## config.mk

```make
export PLATFORM = sky130hd
export DESIGN_NAME = wakeup_status_array_flat
export DESIGN_NICKNAME = d
export VERILOG_FILES = /design/src/rtl/wakeup_status_array_pkg.sv /design/src/rtl/wakeup_status_array_if.sv /design/src/rtl/wakeup_status_array_src_match.sv /design/src/rtl/wakeup_status_array.sv /design/src/flat_wrapper.sv
export SDC_FILE = /design/constraint.sdc
export NUM_CORES = 1
export LEC_CHECK = 0
export ABC_CLOCK_PERIOD_IN_PS = 3400
export CORE_UTILIZATION = 55
export CTS_BUF_LIST = sky130_fd_sc_hd__clkbuf_4
export DETAILED_ROUTE_END_ITERATION = 8
export PLACE_DENSITY = 0.74
export SLEW_MARGIN = 10
export SYNTH_ARGS = -nofsm -noshare
export SYNTH_HDL_FRONTEND = slang
export SYNTH_SLANG_ARGS = --single-unit
```

## constraint.sdc

```tcl
create_clock -name clock -period 3.4 [get_ports clock]
set_clock_uncertainty 0.1 [all_clocks]
set_input_delay 1.02 -clock clock [delete_from_list [all_inputs] [get_ports clock]]
set_output_delay 1.02 -clock clock [all_outputs]
set_load 0.01 [all_outputs]
```

## src/rtl/wakeup_status_array_pkg.sv

```systemverilog
// Shared types and helpers for the wakeup status array.
// Contents: array sizing constants, source-type encodings, the robIdx struct,
// the robIdx age compare (is_after) and the lowest-set-bit picker.
package wakeup_status_array_pkg;

  localparam int unsigned ENTRIES = 8;
  localparam int unsigned NUM_WK  = 2;
  localparam int unsigned PREG_W  = 6;
  localparam int unsigned ROB_W   = 5;
  localparam int unsigned IDX_W   = $clog2(ENTRIES);

  typedef enum logic [1:0] {
    SRC_NONE = 2'd0,
    SRC_INT  = 2'd1,
    SRC_FP   = 2'd2,
    SRC_RSVD = 2'd3
  } src_type_e;

  typedef struct packed {
    logic             flag;
    logic [ROB_W-1:0] value;
  } rob_idx_t;

  // True when a is younger than r; the flag flips each time the ROB wraps.
  function automatic logic is_after(input rob_idx_t a, input rob_idx_t r);
    return (a.flag != r.flag) ^ (a.value > r.value);
  endfunction

  // Index of the lowest set bit; 0 when no bit is set.
  function automatic logic [IDX_W-1:0] pick_lowest(input logic [ENTRIES-1:0] v);
    logic [IDX_W-1:0] idx;
    idx = '0;
    for (int i = int'(ENTRIES) - 1; i >= 0; i--) begin
      if (v[i]) idx = IDX_W'(i);
    end
    return idx;
  endfunction

endpackage

```

## src/rtl/wakeup_status_array_if.sv

```systemverilog
// Bus bundle for the wakeup status array: enqueue, wakeup ports, issue
// (deq) handshake and redirect. master = producer/consumer side, slave = array.
interface wakeup_status_array_if;
  import wakeup_status_array_pkg::*;

  logic                     enq_valid;
  logic                     enq_ready;
  logic [2*PREG_W-1:0]      enq_psrc;
  logic [3:0]               enq_srcType;
  logic [1:0]               enq_srcReady;
  logic                     enq_robFlag;
  logic [ROB_W-1:0]         enq_robValue;

  logic [NUM_WK-1:0]        wk_valid;
  logic [NUM_WK-1:0]        wk_rfWen;
  logic [NUM_WK-1:0]        wk_fpWen;
  logic [NUM_WK*PREG_W-1:0] wk_pdest;

  logic                     deq_valid;
  logic                     deq_ready;
  logic [IDX_W-1:0]         deq_idx;
  logic                     deq_robFlag;
  logic [ROB_W-1:0]         deq_robValue;

  logic                     redirect_valid;
  logic                     redirect_level;
  logic                     redirect_robFlag;
  logic [ROB_W-1:0]         redirect_robValue;

  modport master (
    output enq_valid, enq_psrc, enq_srcType, enq_srcReady, enq_robFlag, enq_robValue,
    output wk_valid, wk_rfWen, wk_fpWen, wk_pdest,
    output deq_ready,
    output redirect_valid, redirect_level, redirect_robFlag, redirect_robValue,
    input  enq_ready, deq_valid, deq_idx, deq_robFlag, deq_robValue
  );

  modport slave (
    input  enq_valid, enq_psrc, enq_srcType, enq_srcReady, enq_robFlag, enq_robValue,
    input  wk_valid, wk_rfWen, wk_fpWen, wk_pdest,
    input  deq_ready,
    input  redirect_valid, redirect_level, redirect_robFlag, redirect_robValue,
    output enq_ready, deq_valid, deq_idx, deq_robFlag, deq_robValue
  );

endinterface

```

## src/rtl/wakeup_status_array_src_match.sv

```systemverilog
// Combinational wakeup hit for one source tag against all wakeup ports.
// Ports: i_tag/i_type = source tag and type; i_wk_* = wakeup port bundle;
//        o_hit_c = some port wakes this source.
module wakeup_src_match
  import wakeup_status_array_pkg::*;
(
  input  logic [PREG_W-1:0]        i_tag,
  input  logic [1:0]               i_type,
  input  logic [NUM_WK-1:0]        i_wk_valid,
  input  logic [NUM_WK-1:0]        i_wk_rfWen,
  input  logic [NUM_WK-1:0]        i_wk_fpWen,
  input  logic [NUM_WK*PREG_W-1:0] i_wk_pdest,
  output logic                     o_hit_c
);

  // A port hits only when its write target register file matches the source type.
  always_comb begin
    o_hit_c = 1'b0;
    for (int i = 0; i < int'(NUM_WK); i++) begin
      if (i_wk_valid[i] && (i_wk_pdest[i*PREG_W +: PREG_W] == i_tag) &&
          (((i_type == SRC_INT) && i_wk_rfWen[i]) ||
           ((i_type == SRC_FP)  && i_wk_fpWen[i]))) begin
        o_hit_c = 1'b1;
      end
    end
  end

endmodule

```

## src/rtl/wakeup_status_array.sv

```systemverilog
// Status array of waiting micro-ops: tracks two source-ready bits per entry,
// wakes sources from the wakeup ports, picks the lowest fully-ready entry for
// issue and squashes entries younger than a redirect.
// Ports: clock, reset (async active-low), bus (slave side of the array bundle).
module wakeup_status_array
  import wakeup_status_array_pkg::*;
(
  input logic                  clock,
  input logic                  reset,
  wakeup_status_array_if.slave bus
);

  logic [ENTRIES-1:0] r_valid;
  logic [PREG_W-1:0]  r_psrc [ENTRIES][2];
  logic [1:0]         r_type [ENTRIES][2];
  logic               r_rdy  [ENTRIES][2];
  rob_idx_t           r_rob  [ENTRIES];

  logic               w_hit [ENTRIES][2];
  logic [PREG_W-1:0]  w_enq_tag  [2];
  logic [1:0]         w_enq_type [2];
  logic               w_enq_hit  [2];
  logic               w_enq_rdy  [2];

  logic [ENTRIES-1:0] w_free;
  logic [ENTRIES-1:0] w_cand;
  logic [ENTRIES-1:0] w_flush;
  logic [IDX_W-1:0]   w_alloc_idx;
  logic [IDX_W-1:0]   w_sel_idx;
  logic               w_enq_ready;
  logic               w_deq_valid;
  logic               w_enq_fire;
  logic               w_deq_fire;
  rob_idx_t           w_redir;

  // Wakeup matchers: two per stored entry plus two for the incoming micro-op.
  for (genvar e = 0; e < int'(ENTRIES); e++) begin : g_ent
    for (genvar s = 0; s < 2; s++) begin : g_src
      wakeup_src_match u_match (
        .i_tag      (r_psrc[e][s]),
        .i_type     (r_type[e][s]),
        .i_wk_valid (bus.wk_valid),
        .i_wk_rfWen (bus.wk_rfWen),
        .i_wk_fpWen (bus.wk_fpWen),
        .i_wk_pdest (bus.wk_pdest),
        .o_hit_c    (w_hit[e][s])
      );
    end
  end

  for (genvar s = 0; s < 2; s++) begin : g_enq
    assign w_enq_tag[s]  = bus.enq_psrc[s*PREG_W +: PREG_W];
    assign w_enq_type[s] = bus.enq_srcType[2*s +: 2];

    wakeup_src_match u_match (
      .i_tag      (w_enq_tag[s]),
      .i_type     (w_enq_type[s]),
      .i_wk_valid (bus.wk_valid),
      .i_wk_rfWen (bus.wk_rfWen),
      .i_wk_fpWen (bus.wk_fpWen),
      .i_wk_pdest (bus.wk_pdest),
      .o_hit_c    (w_enq_hit[s])
    );

    // None/reserved sources have nothing to wait for.
    assign w_enq_rdy[s] = bus.enq_srcReady[s] | w_enq_hit[s] |
                          ~((w_enq_type[s] == SRC_INT) | (w_enq_type[s] == SRC_FP));
  end

  // Allocation, selection and flush decode from registered state only.
  always_comb begin
    w_free        = ~r_valid;
    w_alloc_idx   = pick_lowest(w_free);
    w_redir.flag  = bus.redirect_robFlag;
    w_redir.value = bus.redirect_robValue;
    for (int e = 0; e < int'(ENTRIES); e++) begin
      w_cand[e]  = r_valid[e] & r_rdy[e][0] & r_rdy[e][1];
      w_flush[e] = bus.redirect_valid & r_valid[e] &
                   (is_after(r_rob[e], w_redir) |
                    (bus.redirect_level & (r_rob[e] == w_redir)));
    end
    w_sel_idx = pick_lowest(w_cand);
  end

  assign w_enq_ready = (|w_free) & ~bus.redirect_valid;
  assign w_deq_valid = (|w_cand) & ~bus.redirect_valid;
  assign w_enq_fire  = bus.enq_valid & w_enq_ready;
  assign w_deq_fire  = w_deq_valid & bus.deq_ready;

  assign bus.enq_ready    = w_enq_ready;
  assign bus.deq_valid    = w_deq_valid;
  assign bus.deq_idx      = w_deq_valid ? w_sel_idx : '0;
  assign bus.deq_robFlag  = w_deq_valid & r_rob[w_sel_idx].flag;
  assign bus.deq_robValue = w_deq_valid ? r_rob[w_sel_idx].value : '0;

  // Per-entry state; flush and issue free a slot, enq writes the chosen free slot.
  always_ff @(posedge clock or negedge reset) begin
    if (!reset) begin
      r_valid <= '0;
      for (int e = 0; e < int'(ENTRIES); e++) begin
        r_rob[e] <= '0;
        for (int s = 0; s < 2; s++) begin
          r_psrc[e][s] <= '0;
          r_type[e][s] <= SRC_NONE;
          r_rdy[e][s]  <= 1'b0;
        end
      end
    end else begin
      for (int e = 0; e < int'(ENTRIES); e++) begin
        if (w_flush[e] || (w_deq_fire && (w_sel_idx == IDX_W'(e)))) begin
          r_valid[e] <= 1'b0;
        end else if (w_enq_fire && (w_alloc_idx == IDX_W'(e))) begin
          r_valid[e]     <= 1'b1;
          r_rob[e].flag  <= bus.enq_robFlag;
          r_rob[e].value <= bus.enq_robValue;
          for (int s = 0; s < 2; s++) begin
            r_psrc[e][s] <= w_enq_tag[s];
            r_type[e][s] <= w_enq_type[s];
            r_rdy[e][s]  <= w_enq_rdy[s];
          end
        end else if (r_valid[e]) begin
          for (int s = 0; s < 2; s++) begin
            r_rdy[e][s] <= r_rdy[e][s] | w_hit[e][s];
          end
        end
      end
    end
  end

endmodule

```

## src/flat_wrapper.sv

```systemverilog
// flat-port wrapper written by rule: the top's interface ports become plain ports
module wakeup_status_array_flat import wakeup_status_array_pkg::*;
  (clock, reset, bus_enq_valid, bus_enq_psrc, bus_enq_srcType, bus_enq_srcReady, bus_enq_robFlag, bus_enq_robValue, bus_wk_valid, bus_wk_rfWen, bus_wk_fpWen, bus_wk_pdest, bus_deq_ready, bus_redirect_valid, bus_redirect_level, bus_redirect_robFlag, bus_redirect_robValue, bus_enq_ready, bus_deq_valid, bus_deq_idx, bus_deq_robFlag, bus_deq_robValue);
  wakeup_status_array_if bus_i ();
  input logic clock;
  input logic reset;
  input wire logic [$bits(bus_i.enq_valid)-1:0] bus_enq_valid;
  input wire logic [$bits(bus_i.enq_psrc)-1:0] bus_enq_psrc;
  input wire logic [$bits(bus_i.enq_srcType)-1:0] bus_enq_srcType;
  input wire logic [$bits(bus_i.enq_srcReady)-1:0] bus_enq_srcReady;
  input wire logic [$bits(bus_i.enq_robFlag)-1:0] bus_enq_robFlag;
  input wire logic [$bits(bus_i.enq_robValue)-1:0] bus_enq_robValue;
  input wire logic [$bits(bus_i.wk_valid)-1:0] bus_wk_valid;
  input wire logic [$bits(bus_i.wk_rfWen)-1:0] bus_wk_rfWen;
  input wire logic [$bits(bus_i.wk_fpWen)-1:0] bus_wk_fpWen;
  input wire logic [$bits(bus_i.wk_pdest)-1:0] bus_wk_pdest;
  input wire logic [$bits(bus_i.deq_ready)-1:0] bus_deq_ready;
  input wire logic [$bits(bus_i.redirect_valid)-1:0] bus_redirect_valid;
  input wire logic [$bits(bus_i.redirect_level)-1:0] bus_redirect_level;
  input wire logic [$bits(bus_i.redirect_robFlag)-1:0] bus_redirect_robFlag;
  input wire logic [$bits(bus_i.redirect_robValue)-1:0] bus_redirect_robValue;
  output wire logic [$bits(bus_i.enq_ready)-1:0] bus_enq_ready;
  output wire logic [$bits(bus_i.deq_valid)-1:0] bus_deq_valid;
  output wire logic [$bits(bus_i.deq_idx)-1:0] bus_deq_idx;
  output wire logic [$bits(bus_i.deq_robFlag)-1:0] bus_deq_robFlag;
  output wire logic [$bits(bus_i.deq_robValue)-1:0] bus_deq_robValue;
  assign bus_i.enq_valid = bus_enq_valid;
  assign bus_i.enq_psrc = bus_enq_psrc;
  assign bus_i.enq_srcType = bus_enq_srcType;
  assign bus_i.enq_srcReady = bus_enq_srcReady;
  assign bus_i.enq_robFlag = bus_enq_robFlag;
  assign bus_i.enq_robValue = bus_enq_robValue;
  assign bus_i.wk_valid = bus_wk_valid;
  assign bus_i.wk_rfWen = bus_wk_rfWen;
  assign bus_i.wk_fpWen = bus_wk_fpWen;
  assign bus_i.wk_pdest = bus_wk_pdest;
  assign bus_i.deq_ready = bus_deq_ready;
  assign bus_i.redirect_valid = bus_redirect_valid;
  assign bus_i.redirect_level = bus_redirect_level;
  assign bus_i.redirect_robFlag = bus_redirect_robFlag;
  assign bus_i.redirect_robValue = bus_redirect_robValue;
  assign bus_enq_ready = bus_i.enq_ready;
  assign bus_deq_valid = bus_i.deq_valid;
  assign bus_deq_idx = bus_i.deq_idx;
  assign bus_deq_robFlag = bus_i.deq_robFlag;
  assign bus_deq_robValue = bus_i.deq_robValue;
  wakeup_status_array u_core (.clock(clock), .reset(reset), .bus(bus_i));
endmodule
```

# Word-level counts from Yosys, hierarchy flattened
# Cells that the tools add are included.
# word_totals
regBits	200
input_bits	54
out_inout_bits	11
# classes
magnitude_cmp	9
eq_ne	102
muxes	89
n_bitwise	96
n_reduce_logical	240
# ops
cell	count
6-bit equality test	44
1-bit logical AND	160
1-bit two-way mux	52
3-bit two-way mux	17
1-bit AND	45
1-bit logical OR	44
5-bit greater-than comparator	8
2-bit by 1-bit equality test with 1-bit output, second input constant	18
2-bit equality test, second input constant	18
2-bit two-way mux	16
2-bit AND reduction	16
2-bit nonzero test	16
1-bit bitwise OR	30
3-bit equality test, second input constant	8
6-bit binary-select mux with 3-bit select	1
8-bit OR reduction	2
3-bit by 2-bit equality test with 1-bit output, second input constant	4
6-bit two-way mux	2
1-bit inverter	11
1-bit inequality test	8
8-bit inverter	1
1-bit XOR	8
3-bit by 1-bit equality test with 1-bit output, second input constant	2
3-bit zero test	2
other kinds (3)	3

# Depth between registers and ports, before layout
# Gate-level depths: netlist of run 1.
# logic_depth
ltp_word	15
ltp_mapped	9
depth_no_buf	8

# Hierarchy
# Synthesis of run 1 repeated with hierarchy kept, for this count alone.
# hier_totals
cells_unflattened	1182
hier_area_um2	12778.5
# modules_own_cells
module	n_inst	cells_per_inst	area_per_inst_um2	seq_area_each_um2
wakeup_status_array	1	804	9783.1	5004.8
wakeup_src_match	18	21	166.4	0.0

# Worst setup path after synthesis of run 1
# No wires, ideal clock.
# synth_path
path_type	input to output
from	in bus_redirect_valid
to	out bus_deq_robValue[1]
t_arrival_ns	2.049
required_time_ns	2.280
slack_ns	0.231
cell_stages	4
n_path_buf	1
cell_sequence	clkbuf_1 or4_1 o22ai_1 a211o_1
# synth_via
elab_chain_cells	3
# synth_rtl
element	line	rtl
start, declared	flat_wrapper.sv:18	input wire logic [$bits(bus_i.redirect_valid)-1:0] bus_redirect_valid;
1-bit inverter	wakeup_status_array.sv:86	assign w_deq_valid = (|w_cand) & ~bus.redirect_valid;
1-bit AND	wakeup_status_array.sv:86	
5-bit two-way mux	wakeup_status_array.sv:94	assign bus.deq_robValue = w_deq_valid ? r_rob[w_sel_idx].value : '0;
end, declared	flat_wrapper.sv:26	output wire logic [$bits(bus_i.deq_robValue)-1:0] bus_deq_robValue;
# No other way between the ends.

# Worst setup path in the final report of run 1
# layout_path
from	reg u_core.r_rdy[13] (netlist name)
to	out bus_deq_robFlag
# layout_via
elab_chain_cells	9
# layout_rtl
element	line	rtl
start, declared	wakeup_status_array.sv:16	logic r_rdy [ENTRIES][2];
start signal, assigned by index	wakeup_status_array.sv:119	r_rdy[e][s] <= w_enq_rdy[s];
start signal, assigned by index	wakeup_status_array.sv:123	r_rdy[e][s] <= r_rdy[e][s] | w_hit[e][s];
1-bit AND (*) (2 in a row)	wakeup_status_array.sv:77	w_cand[e] = r_valid[e] & r_rdy[e][0] & r_rdy[e][1];
3-bit two-way mux (2 in a row)	wakeup_status_array_pkg.sv:34	if (v[i]) idx = IDX_W'(i);
3-bit inverter with 4-bit output (implied by the code)	wakeup_status_array.sv:93	assign bus.deq_robFlag = w_deq_valid & r_rob[w_sel_idx].flag;
6-bit binary-select mux with 3-bit select	wakeup_status_array.sv:93	
6-bit two-way mux (implied by the code) (2 in a row)	wakeup_status_array.sv:93	
1-bit AND (*)	wakeup_status_array.sv:93	
end, declared	flat_wrapper.sv:25	output wire logic [$bits(bus_i.deq_robFlag)-1:0] bus_deq_robFlag;
# Mark *: on every way between the ends. The rest lies on a longest branch, timed or not. The select of a mux whose other input is x is not followed.

==> results of run 1 <==
## final timing paths
check | start | endpoint | slack (ns) | depth (start not counted)
worst max-delay path | u_core.r_rdy[13] | bus_deq_robFlag | -0.44 | 10
worst min-delay path | reset | u_core.r_type[21] | 0.33 | 1
worst max register to register | u_core.r_rdy[13] | u_core.r_rdy[1] | 0.83 | 11
worst min register to register | u_core.r_type[7] | u_core.r_type[7] | 0.43 | 2
max in group asynchronous | reset | u_core.r_rdy[0] | 2.09 | 2
min in group clock | u_core.r_type[7] | u_core.r_type[7] | 0.43 | 2
## cell families (layout without fill, tap and decap cells)
logic type / count (synthesis) / after routing
AND/OR/NAND/NOR: 333 / 333
adder cells (fa/ha/maj): 44 / 44
other: 0 / 1
buffers and inverters: 113 / 301
AO/OA/AOI/OAI: 173 / 174
flip-flops: 200 / 200
XOR/XNOR: 224 / 224
multiplexers: 170 / 170
## cells in the final DEF, fill, tap and decap left out, types with 6 or more instances in the layout
cell type	synthesis	final
a22oi_1	35	35
nor4_1	17	16
nor2_1	25	21
clkbuf_4	0	17
clkdlybuf4s50_1	0	51
a31oi_1	8	7
dfrtp_1	200	200
nor3_1	21	21
nand4_1	31	31
buf_12	0	13
buf_2	38	9
a21oi_1	21	19
buf_6	4	12
buf_4	6	148
nand2b_1	6	6
xnor2_1	192	192
mux2_2	149	146
ha_1	44	44
nand2_1	102	102
mux2i_1	20	17
nor2b_1	40	40
xor2_1	32	32
inv_1	31	31
clkinv_8	0	6
nand3_1	51	50
o21ai_0	38	37
a21o_1	8	8
## state kept, by name, summed over array words and instances (netlist names)
| name | flops |
|---|---|
| u_core.r_rdy | 16 |
| u_core.r_rob | 48 |
| u_core.r_valid | 8 |
| u_core.r_type | 32 |
| u_core.r_psrc | 96 |
## metrics by stage
step           hold slack, ns  cells  setup slack, ns  util, %
2_1_floorplan          0.3619   1257           0.2309        -
3_3_place_gp           0.3768   1707          -0.6934    65.14
3_5_place_dp           0.3878   1707          -0.7201    65.14
4_1_cts                0.3343   1752          -0.4496    67.51
5_1_grt                0.3453   1760          -0.5480    68.00
6_report               0.3350   1760          -0.4394    68.00
## worst max-delay path, stage by stage (launching register included)
cell	delay [ns]
dfrtp_1	0.42
and3_4	0.20
a41o_4	0.27
a31oi_4	0.17
buf_6	0.16
buf_6	0.10
mux2i_2	0.20
buf_4	0.15
o22ai_2	0.06
a211o_1	0.24
buf_2	0.14
## what timing repair did
action,in CTS,in global routing
setup buffers,13,8
resized for setup,79,16
pin swaps,13,11
endpoints found under the hold margin,0,0
hold buffers,0,0
cloned,2,0
endpoints found under the setup margin,11,10
## routing by layer
layer / global-route usage, % / vias up / wire length [um]
li1: - / 4796 / -
met1: 42.18 / 5136 / 15850
met2: 56.11 / 335 / 18580
met3: 5.682 / 95 / 2002
met4: 14.61 / 2 / 1546
met5: 0 / - / 13
## layout make-up
class                      instances  area, um^2  area share, %
clock inverter                    15       193.9          1.248
clock buffer                      17       127.6         0.8214
sequential                       200        5005          32.21
inverter                          32       120.1         0.7731
antenna                            1       2.502        0.01611
multi-input combinational        945        7597          48.90
timing repair buffer             237        2098          13.51
tap                              313       391.6          2.521
## power by group through the flow
stage	logic, W	registers [W]	clock network (W)
after floorplan	0.00252	0.00359	0
after global placement	0.00346	0.00375	0
after detailed placement	0.00356	0.00380	0
after CTS	0.00375	0.00375	0.00140
after global routing	0.00423	0.00386	0.00149
final	0.00389	0.00377	0.00138
==> flow_metrics.env, run 1 <==
export IMPL_drt_iter0_drc=774
export IMPL_io_pins=65
export IMPL_postSynth_asyncResetShare_pct=100.0
export IMPL_ys_seq_area_share_pct=38.77
export IMPL_critPathKind="flip-flop to output pin"
export IMPL_dpl_hpwl_um=28600
export IMPL_comb_power_share_pct=43.1
export IMPL_rows=55
export IMPL_cts_root_buf="clkbuf_4"
export IMPL_ys_top_cells_by_count="200 x dfrtp_1, 192 x xnor2_1, 149 x mux2_2"
export IMPL_hold_viol=0
export IMPL_yosysTopAreaCellShare_pct=38.77
export IMPL_antenna_found_initial=2
export IMPL_tightest_slew_ns=0.7486
export IMPL_cts_made_buffers=17
export IMPL_leakagePower_nw=6.826
export IMPL_cp_start_kind="flip-flop"
export IMPL_grt_remaining_overflow=0
export IMPL_die_width_um=155.2
export IMPL_die_area_um2=24090
export IMPL_synth_most_common_cell="dfrtp_1"
export IMPL_drtAntennaViolNets=0
export IMPL_nets=1531
export IMPL_synth_simple_area_share_pct=13.73
export IMPL_synth_edf_count=0
export IMPL_muxShareOfSynthArea_pct=14.66
export IMPL_syn_nets=1355
export IMPL_netlist_area_um2=12910
export IMPL_setup_viol=9
export IMPL_rsz0062_at_grt="true"
export IMPL_clock_sinks=200
export IMPL_power_density_nw_per_um2=581.8
export IMPL_core_um2=22850
export IMPL_synth_seq_cells=200
export IMPL_status="finished with violations"
export IMPL_gp_congestion=0.9151
export IMPL_relSlewSlack_pct=50.09
export IMPL_yosysTopAreaCell="dfrtp_1"
export IMPL_vias=10360
export IMPL_drc=0
export IMPL_grt_pass1_wl_um=60820
export IMPL_synth_xor_area_share_pct=15.20
export IMPL_htreeDepth=4
export IMPL_cp_arrival_ns=2.72
export IMPL_drive_above_1_share_pct=28.35
export IMPL_clkPwrFrac_pct=15.3
export IMPL_cts_tree="done"
export IMPL_placed_area_um2=14880
export IMPL_start_util_pct=56.51
export IMPL_p_seq_share_pct=41.7
export IMPL_yosys_area_share_adder_pct=4.264
export IMPL_violations="negative setup slack"
export IMPL_hp_class="input port to asynchronous set/reset pin"
export IMPL_synth_cells=1257
export IMPL_yosysWarningCount=0
export IMPL_required_ns=2.28
export IMPL_clk_pin_slew_ns=0.20
export IMPL_grt_pass1_vias=10780
export IMPL_drt_pass1_iter_count=5
export IMPL_max_freq_mhz=260.5
export IMPL_track_usage_pct=33.29
export IMPL_syn_avg_cell_area_um2=10.27
export IMPL_synth_compound_area_share_pct=9.304
export IMPL_synth_ff_type="dfrtp_1"
export IMPL_areaGrowthSynthToFinish_pct=20.34
export IMPL_grt_max_degree=82
export IMPL_path_max_fanout=5
export IMPL_setup_tns_ns=-2.856
export IMPL_finalMaxSlewViolations=0
export IMPL_fin_crit_sh_pct=112.9
export IMPL_wirelength_um=38000
export IMPL_p_sw_share_pct=38.62
export IMPL_setup_ws_ns=-0.4394
export IMPL_cap_violations=0
export IMPL_ir_drop_mv=0.3641
export IMPL_insertion_delay_ns=0.63
export IMPL_switching_power_w=0.003491
export IMPL_synth_cell_types=77
export IMPL_viasPerCell=5.889
export IMPL_synth_area_top_cells="dfrtp_1 39%, xnor2_1 13%, mux2_2 13%, ha_1 4.3%, nand2_1 3.0%"
export IMPL_finalInstanceArea_um2=15540
export IMPL_final_min_clock_period_ns=3.839
export IMPL_p_int_w=0.005548
export IMPL_cp_end_kind="output pin"
export IMPL_die_height_um=155.2
export IMPL_power_w=0.009039
export IMPL_fillers=1853
export IMPL_io_buffer_count=64
export IMPL_synth_top_family_by_area="XOR/XNOR gates"
export IMPL_cts_buffer_depth=2
export IMPL_routedWlPerCell_um=21.59
Power figures use the tool's default switching activity.
==> run 2: changes to the inputs <==
--- a/config.mk
+++ b/config.mk
@@ -9,6 +9,7 @@
 export CORE_UTILIZATION = 55
 export CTS_BUF_LIST = sky130_fd_sc_hd__clkbuf_4
 export DETAILED_ROUTE_END_ITERATION = 8
+export GPL_TIMING_DRIVEN = 0
 export PLACE_DENSITY = 0.74
 export SLEW_MARGIN = 10
 export SYNTH_ARGS = -nofsm -noshare
==> flow_metrics.env, run 2 (synthesis gave the netlist of run 1 again) <==
export IMPL_crit_chain="and3_4 -> a41o_1 -> buf_6 -> a22o_4 -> buf_6 -> mux2_4 -> a221oi_4 -> a221oi_2 -> buf_2"
export IMPL_worst_path_max_delay_cell="dfrtp_1"
export IMPL_drtAntennaViolNets=0
export IMPL_critPathKind="flip-flop to output pin"
export IMPL_fin_cells=1665
export IMPL_die_area_um2=24090
export IMPL_power_density_nw_per_um2=594.9
export IMPL_largest_register="u_core.r_psrc"
export IMPL_hold_viol=0
export IMPL_cp_start_kind="flip-flop"
export IMPL_cp_top_family="compound AO/OA/AOI/OAI gates"
export IMPL_holdWs_ns=0.1922
export IMPL_cts_tree="done"
export IMPL_die_height_um=155.2
export IMPL_tightest_slew_ns=0.8730
export IMPL_setup_viol=9
export IMPL_clock_sinks=200
export IMPL_grt_remaining_overflow=0
export IMPL_vias=10050
export IMPL_htreeDepth=4
export IMPL_layout_cells_most_common_list="198 x dfrtp_1, 192 x xnor2_1, 147 x mux2_2, 100 x nand2_1, 50 x nand3_1"
export IMPL_rows=55
export IMPL_drt_iter0_drc=868
export IMPL_postCtsHoldBufs=0
export IMPL_clk_pin_slew_ns=0.17
export IMPL_cp_end_kind="output pin"
export IMPL_slowest_delay_ns=0.42
export IMPL_dp_cells=1604
export IMPL_required_ns=2.28
export IMPL_top_regs="u_core.r_psrc: 96 flops, u_core.r_rob: 48 flops, u_core.r_type: 32 flops"
export IMPL_core_um2=22850
export IMPL_dpl_hpwl_um=25990
export IMPL_final_common_cell="dfrtp_1"
export IMPL_insertion_delay_ns=0.61
export IMPL_leakagePower_nw=6.193
export IMPL_die_width_um=155.2
export IMPL_largest_reg_flops=96
export IMPL_nets=1436
export IMPL_viasPerCell=6.035
export IMPL_ir_drop_mv=0.4043
export IMPL_setup_ws_ns=-0.5485
export IMPL_relSlewSlack_pct=41.48
export IMPL_track_usage_pct=30.86
export IMPL_gp_congestion=0.8845
export IMPL_status="finished with violations"
export IMPL_start_util_pct=56.51
export IMPL_cts_made_buffers=17
export IMPL_cp_common_cell="buf_6"
export IMPL_grt_max_degree=82
export IMPL_routedWlPerCell_um=21.63
export IMPL_areaGrowthSynthToFinish_pct=11.64
export IMPL_cap_violations=0
export IMPL_cts_root_buf="clkbuf_4"
export IMPL_setup_tns_ns=-3.857
export IMPL_fin_crit_sh_pct=116.1
export IMPL_max_freq_mhz=253.3
export IMPL_wirelength_um=36010
export IMPL_drt_pass1_iter_count=5
export IMPL_antenna_found_initial=2
export IMPL_path_max_fanout=6
export IMPL_grt_pass1_vias=9933
export IMPL_io_buffer_count=32
export IMPL_final_min_clock_period_ns=3.949
export IMPL_violations="negative setup slack"
export IMPL_cp_buffers_inverters=3
export IMPL_cts_buffer_depth=2
export IMPL_power_w=0.008574
export IMPL_rsz0062_at_grt="true"
export IMPL_drc=0
export IMPL_cp_arrival_ns=2.83
export IMPL_fin_util_pct=63.08
export IMPL_fillers=1923
export IMPL_drive_above_1_share_pct=23.48
export IMPL_io_pins=65
export IMPL_grt_pass1_wl_um=56260
export IMPL_finalMaxSlewViolations=0
export IMPL_hp_class="input port to asynchronous set/reset pin"
[run 2: power by group]
part	leakage [nW]	switching, W	internal [W]
registers	2.59	0.000668	0.00306
logic	3.46	0.00165	0.00190
clock network	0.143	0.000899	0.000390
[run 2: layout make-up]
class / count / area, um^2 / area share [%]
multi-input combinational: 944 / 7596 / 52.70
sequential: 200 / 5007 / 34.74
timing repair buffer: 65 / 619.3 / 4.297
buffer: 78 / 402.9 / 2.795
tap: 313 / 391.6 / 2.717
clock buffer: 18 / 135.1 / 0.9376
clock inverter: 13 / 135.1 / 0.9376
inverter: 32 / 120.1 / 0.8334
antenna: 2 / 5.005 / 0.03473
[run 2: metal layers]
layer	track usage [%]	part of all wire [%]	up-vias	wire length (um)
li1	-	-	4612	-
met1	41.60	44	4964	15920
met2	49.79	47	398	16850
met3	5.460	6.2	75	2220
met4	11.67	2.8	0	1010
met5	0	0	-	0
[run 2: what timing repair did]
action                                  4_1_cts  5_1_grt
endpoints found under the setup margin       12       11
buffers inserted                             19       13
resized for setup                            76       25
pin swaps                                    11       10
gates cloned                                  1        0
[run 2: through the flow]
stage / setup slack (ns) / area [um^2]
2_1_floorplan: 0.2309 / 12910
3_3_place_gp: -7.279 / 13620
3_5_place_dp: -1.197 / 13680
4_1_cts: -0.6124 / 14260
5_1_grt: -0.6359 / 14410
6_report: -0.5485 / 14410
[run 2: path summary, 6_finish.rpt]
kind / from / to / slack, ns / cells after the start
min in group clock: u_core.r_type[0] / u_core.r_type[0] / 0.42 / 2
worst max-delay path: u_core.r_rdy[13] / bus_deq_robValue[2] / -0.55 / 9
worst min-delay path: reset / u_core.r_rob[4] / 0.19 / 1
max in group asynchronous: reset / u_core.r_psrc[49] / 1.88 / 3
worst min register to register: u_core.r_type[0] / u_core.r_type[0] / 0.42 / 2
worst max register to register: u_core.r_rdy[13] / u_core.r_rdy[7] / 0.77 / 11
==> run 3: changes to the inputs <==
--- a/config.mk
+++ b/config.mk
@@ -6,11 +6,14 @@
 export NUM_CORES = 1
 export LEC_CHECK = 0
 export ABC_CLOCK_PERIOD_IN_PS = 3400
+export CORE_MARGIN = 3
 export CORE_UTILIZATION = 55
 export CTS_BUF_LIST = sky130_fd_sc_hd__clkbuf_4
 export DETAILED_ROUTE_END_ITERATION = 8
 export GPL_TIMING_DRIVEN = 0
 export PLACE_DENSITY = 0.74
+export REMOVE_ABC_BUFFERS = 1
+export SKIP_LAST_GASP = 1
 export SLEW_MARGIN = 10
 export SYNTH_ARGS = -nofsm -noshare
 export SYNTH_HDL_FRONTEND = slang
==> flow_metrics.env, run 3 (synthesis gave the netlist of run 1 again) <==
export IMPL_status="finished with violations"
export IMPL_violations="negative setup slack"
export IMPL_gp_congestion=0.9444
export IMPL_areaGrowthSynthToFinish_pct=11.09
export IMPL_relSlewSlack_pct=11.99
export IMPL_die_width_um=159.2
export IMPL_cp_end_kind="output pin"
export IMPL_finalMaxSlewViolations=0
export IMPL_grt_pass1_wl_um=57040
export IMPL_drive_above_1_share_pct=22.26
export IMPL_p_int_w=0.005283
export IMPL_highest_signal_layer="met4"
export IMPL_largest_reg_flops=96
export IMPL_cp_arrival_ns=2.72
export IMPL_clkPwrFrac_pct=14.8
export IMPL_wl_met3_um=2444
export IMPL_met2WireLength_um=16650
export IMPL_io_buffer_count=64
export IMPL_p_seq_share_pct=43.8
export IMPL_track_usage_pct=28.39
export IMPL_final_min_clock_period_ns=3.845
export IMPL_drtAntennaViolNets=0
export IMPL_nets=1397
export IMPL_cap_violations=0
export IMPL_start_util_pct=56.51
export IMPL_timing_rr_start="u_core.r_valid[1]"
export IMPL_cts_root_buf="clkbuf_4"
export IMPL_final_common_cell="dfrtp_1"
export IMPL_routedWlPerCell_um=22.20
export IMPL_viasPerCell=6.184
export IMPL_insertion_delay_ns=0.62
export IMPL_ir_drop_mv=0.3157
export IMPL_path_max_fanout=3
export IMPL_rsz0062_at_grt="true"
export IMPL_cts_buffer_depth=2
export IMPL_worstRegToRegCells=8
export IMPL_holdWs_ns=0.3022
export IMPL_fin_crit_sh_pct=113.1
export IMPL_core_um2=22850
export IMPL_max_freq_mhz=260.1
export IMPL_tightest_slew_ns=1.320
export IMPL_switching_power_w=0.003244
export IMPL_drc=0
export IMPL_hp_class="input port to asynchronous set/reset pin"
export IMPL_critPathKind="flip-flop to output pin"
export IMPL_met1_length_um=15670
export IMPL_grt_pass1_vias=10070
export IMPL_leakagePower_nw=6.120
export IMPL_top_regs="u_core.r_psrc: 96 flops, u_core.r_rob: 48 flops, u_core.r_type: 32 flops"
export IMPL_required_ns=2.28
export IMPL_antenna_found_initial=1
export IMPL_comb_power_share_pct=41.3
export IMPL_drt_pass1_iter_count=5
export IMPL_cts_tree="done"
export IMPL_cp_start_kind="flip-flop"
export IMPL_dpl_hpwl_um=23920
export IMPL_io_pins=65
export IMPL_power_density_nw_per_um2=594.5
export IMPL_postCtsHoldBufs=0
export IMPL_grt_max_degree=111
export IMPL_drt_iter0_drc=898
export IMPL_clk_pin_slew_ns=0.18
export IMPL_wirelength_um=36100
export IMPL_cts_made_buffers=17
export IMPL_fin_util_pct=62.77
export IMPL_rows=55
export IMPL_htreeDepth=4
export IMPL_p_sw_share_pct=38.04
export IMPL_die_area_um2=25350
export IMPL_rr_endpoint="u_core.r_rdy[3]"
export IMPL_vias=10060
export IMPL_layout_cells_most_common_list="195 x dfrtp_1, 192 x xnor2_1, 149 x mux2_2, 100 x nand2_1, 50 x nand3_1"
export IMPL_hold_viol=0
export IMPL_clock_sinks=200
export IMPL_setup_ws_ns=-0.4447
export IMPL_largest_register="u_core.r_psrc"
export IMPL_setup_viol=8
export IMPL_grt_remaining_overflow=0
export IMPL_r2r_slack_ns=0.49
export IMPL_die_height_um=159.2
-- run 3: changes by cell type in the layout (fill, tap and decap cells not counted), moves of 3 or more --
cell	previous run	this run
clkbuf_1	29	0
clkdlybuf4s50_1	20	40
dfrtp_2	2	5
a21oi_2	4	1
a21oi_1	17	20
buf_6	12	8
nor2_1	24	21
buf_2	45	17
dfrtp_1	198	195
-- run 3: stage by stage --
| stage | setup TNS (ns) | power, W | cells | cell area [um^2] | worst slack (ns) |
|---|---|---|---|---|---|
| 6_report | -2.789 | 0.008526 | 1626 | 14340 | -0.4447 |
| 5_1_grt | -3.453 | 0.009035 | 1626 | 14340 | -0.5176 |
| 4_1_cts | -2.613 | 0.008422 | 1619 | 14230 | -0.4031 |
| 3_5_place_dp | -105.27 | 0.006984 | 1560 | 13690 | -1.301 |
| 3_3_place_gp | -1773.12 | 0.006797 | 1553 | 13540 | -7.321 |
| 2_1_floorplan | -16.20 | 0.005950 | 1176 | 12500 | -0.7125 |
-- run 3: power by group through the flow --
stage | combinational (W) | clock (W) | sequential, W
after floorplan | 0.00232 | 0 | 0.00363
after global placement | 0.00302 | 0 | 0.00378
after detailed placement | 0.00316 | 0 | 0.00382
after CTS | 0.00342 | 0.00129 | 0.00372
after global routing | 0.00383 | 0.00138 | 0.00383
final | 0.00352 | 0.00127 | 0.00374
-- run 3: area by class of cell --
cell class	count	area (um^2)
inverters	32	120.1
fillers	1874	8506
repair buffers	104	989.7
multi-input cells	944	7555
diodes	1	2.502
well taps	313	391.6
clock buffers	18	135.1
clock inverters	14	136.4
flip-flops and latches	200	5011
-- run 3: timing repair --
item,CTS,global route
setup buffers,27,6
pin swaps,7,12
gates resized for setup,59,22
setup endpoints to repair,74,13
-- run 3: per-layer routing --
metal / track usage (%) / vias up
li1: - / 4522
met5: 0 / -
met1: 39.36 / 4983
met3: 4.943 / 104
met2: 44.73 / 446
met4: 10.90 / 0
-- run 3: critical path, cell delays in order (launching register included) --
cell and delay [ns]:
dfrtp_2 0.45, and3_4 0.19, a41o_4 0.26, a31o_4 0.23
buf_4 0.13, mux2_4 0.30, a221oi_2 0.30, a221oi_2 0.07
buf_2 0.18
-- run 3: worst max-delay path by stage --
stage | slack (ns) | start | endpoint | depth (start not counted)
floorplan | -0.71 | bus_redirect_valid | u_core.r_rdy[5] | 5
global placement | -7.32 | reset | u_core.r_psrc[74] | 1
detailed placement | -1.30 | bus_redirect_valid | bus_deq_robValue[1] | 5
CTS | -0.40 | u_core.r_valid[1] | bus_deq_robValue[2] | 8
global route | -0.52 | u_core.r_valid[1] | bus_deq_robFlag | 9
finish | -0.44 | u_core.r_valid[1] | bus_deq_robValue[4] | 8
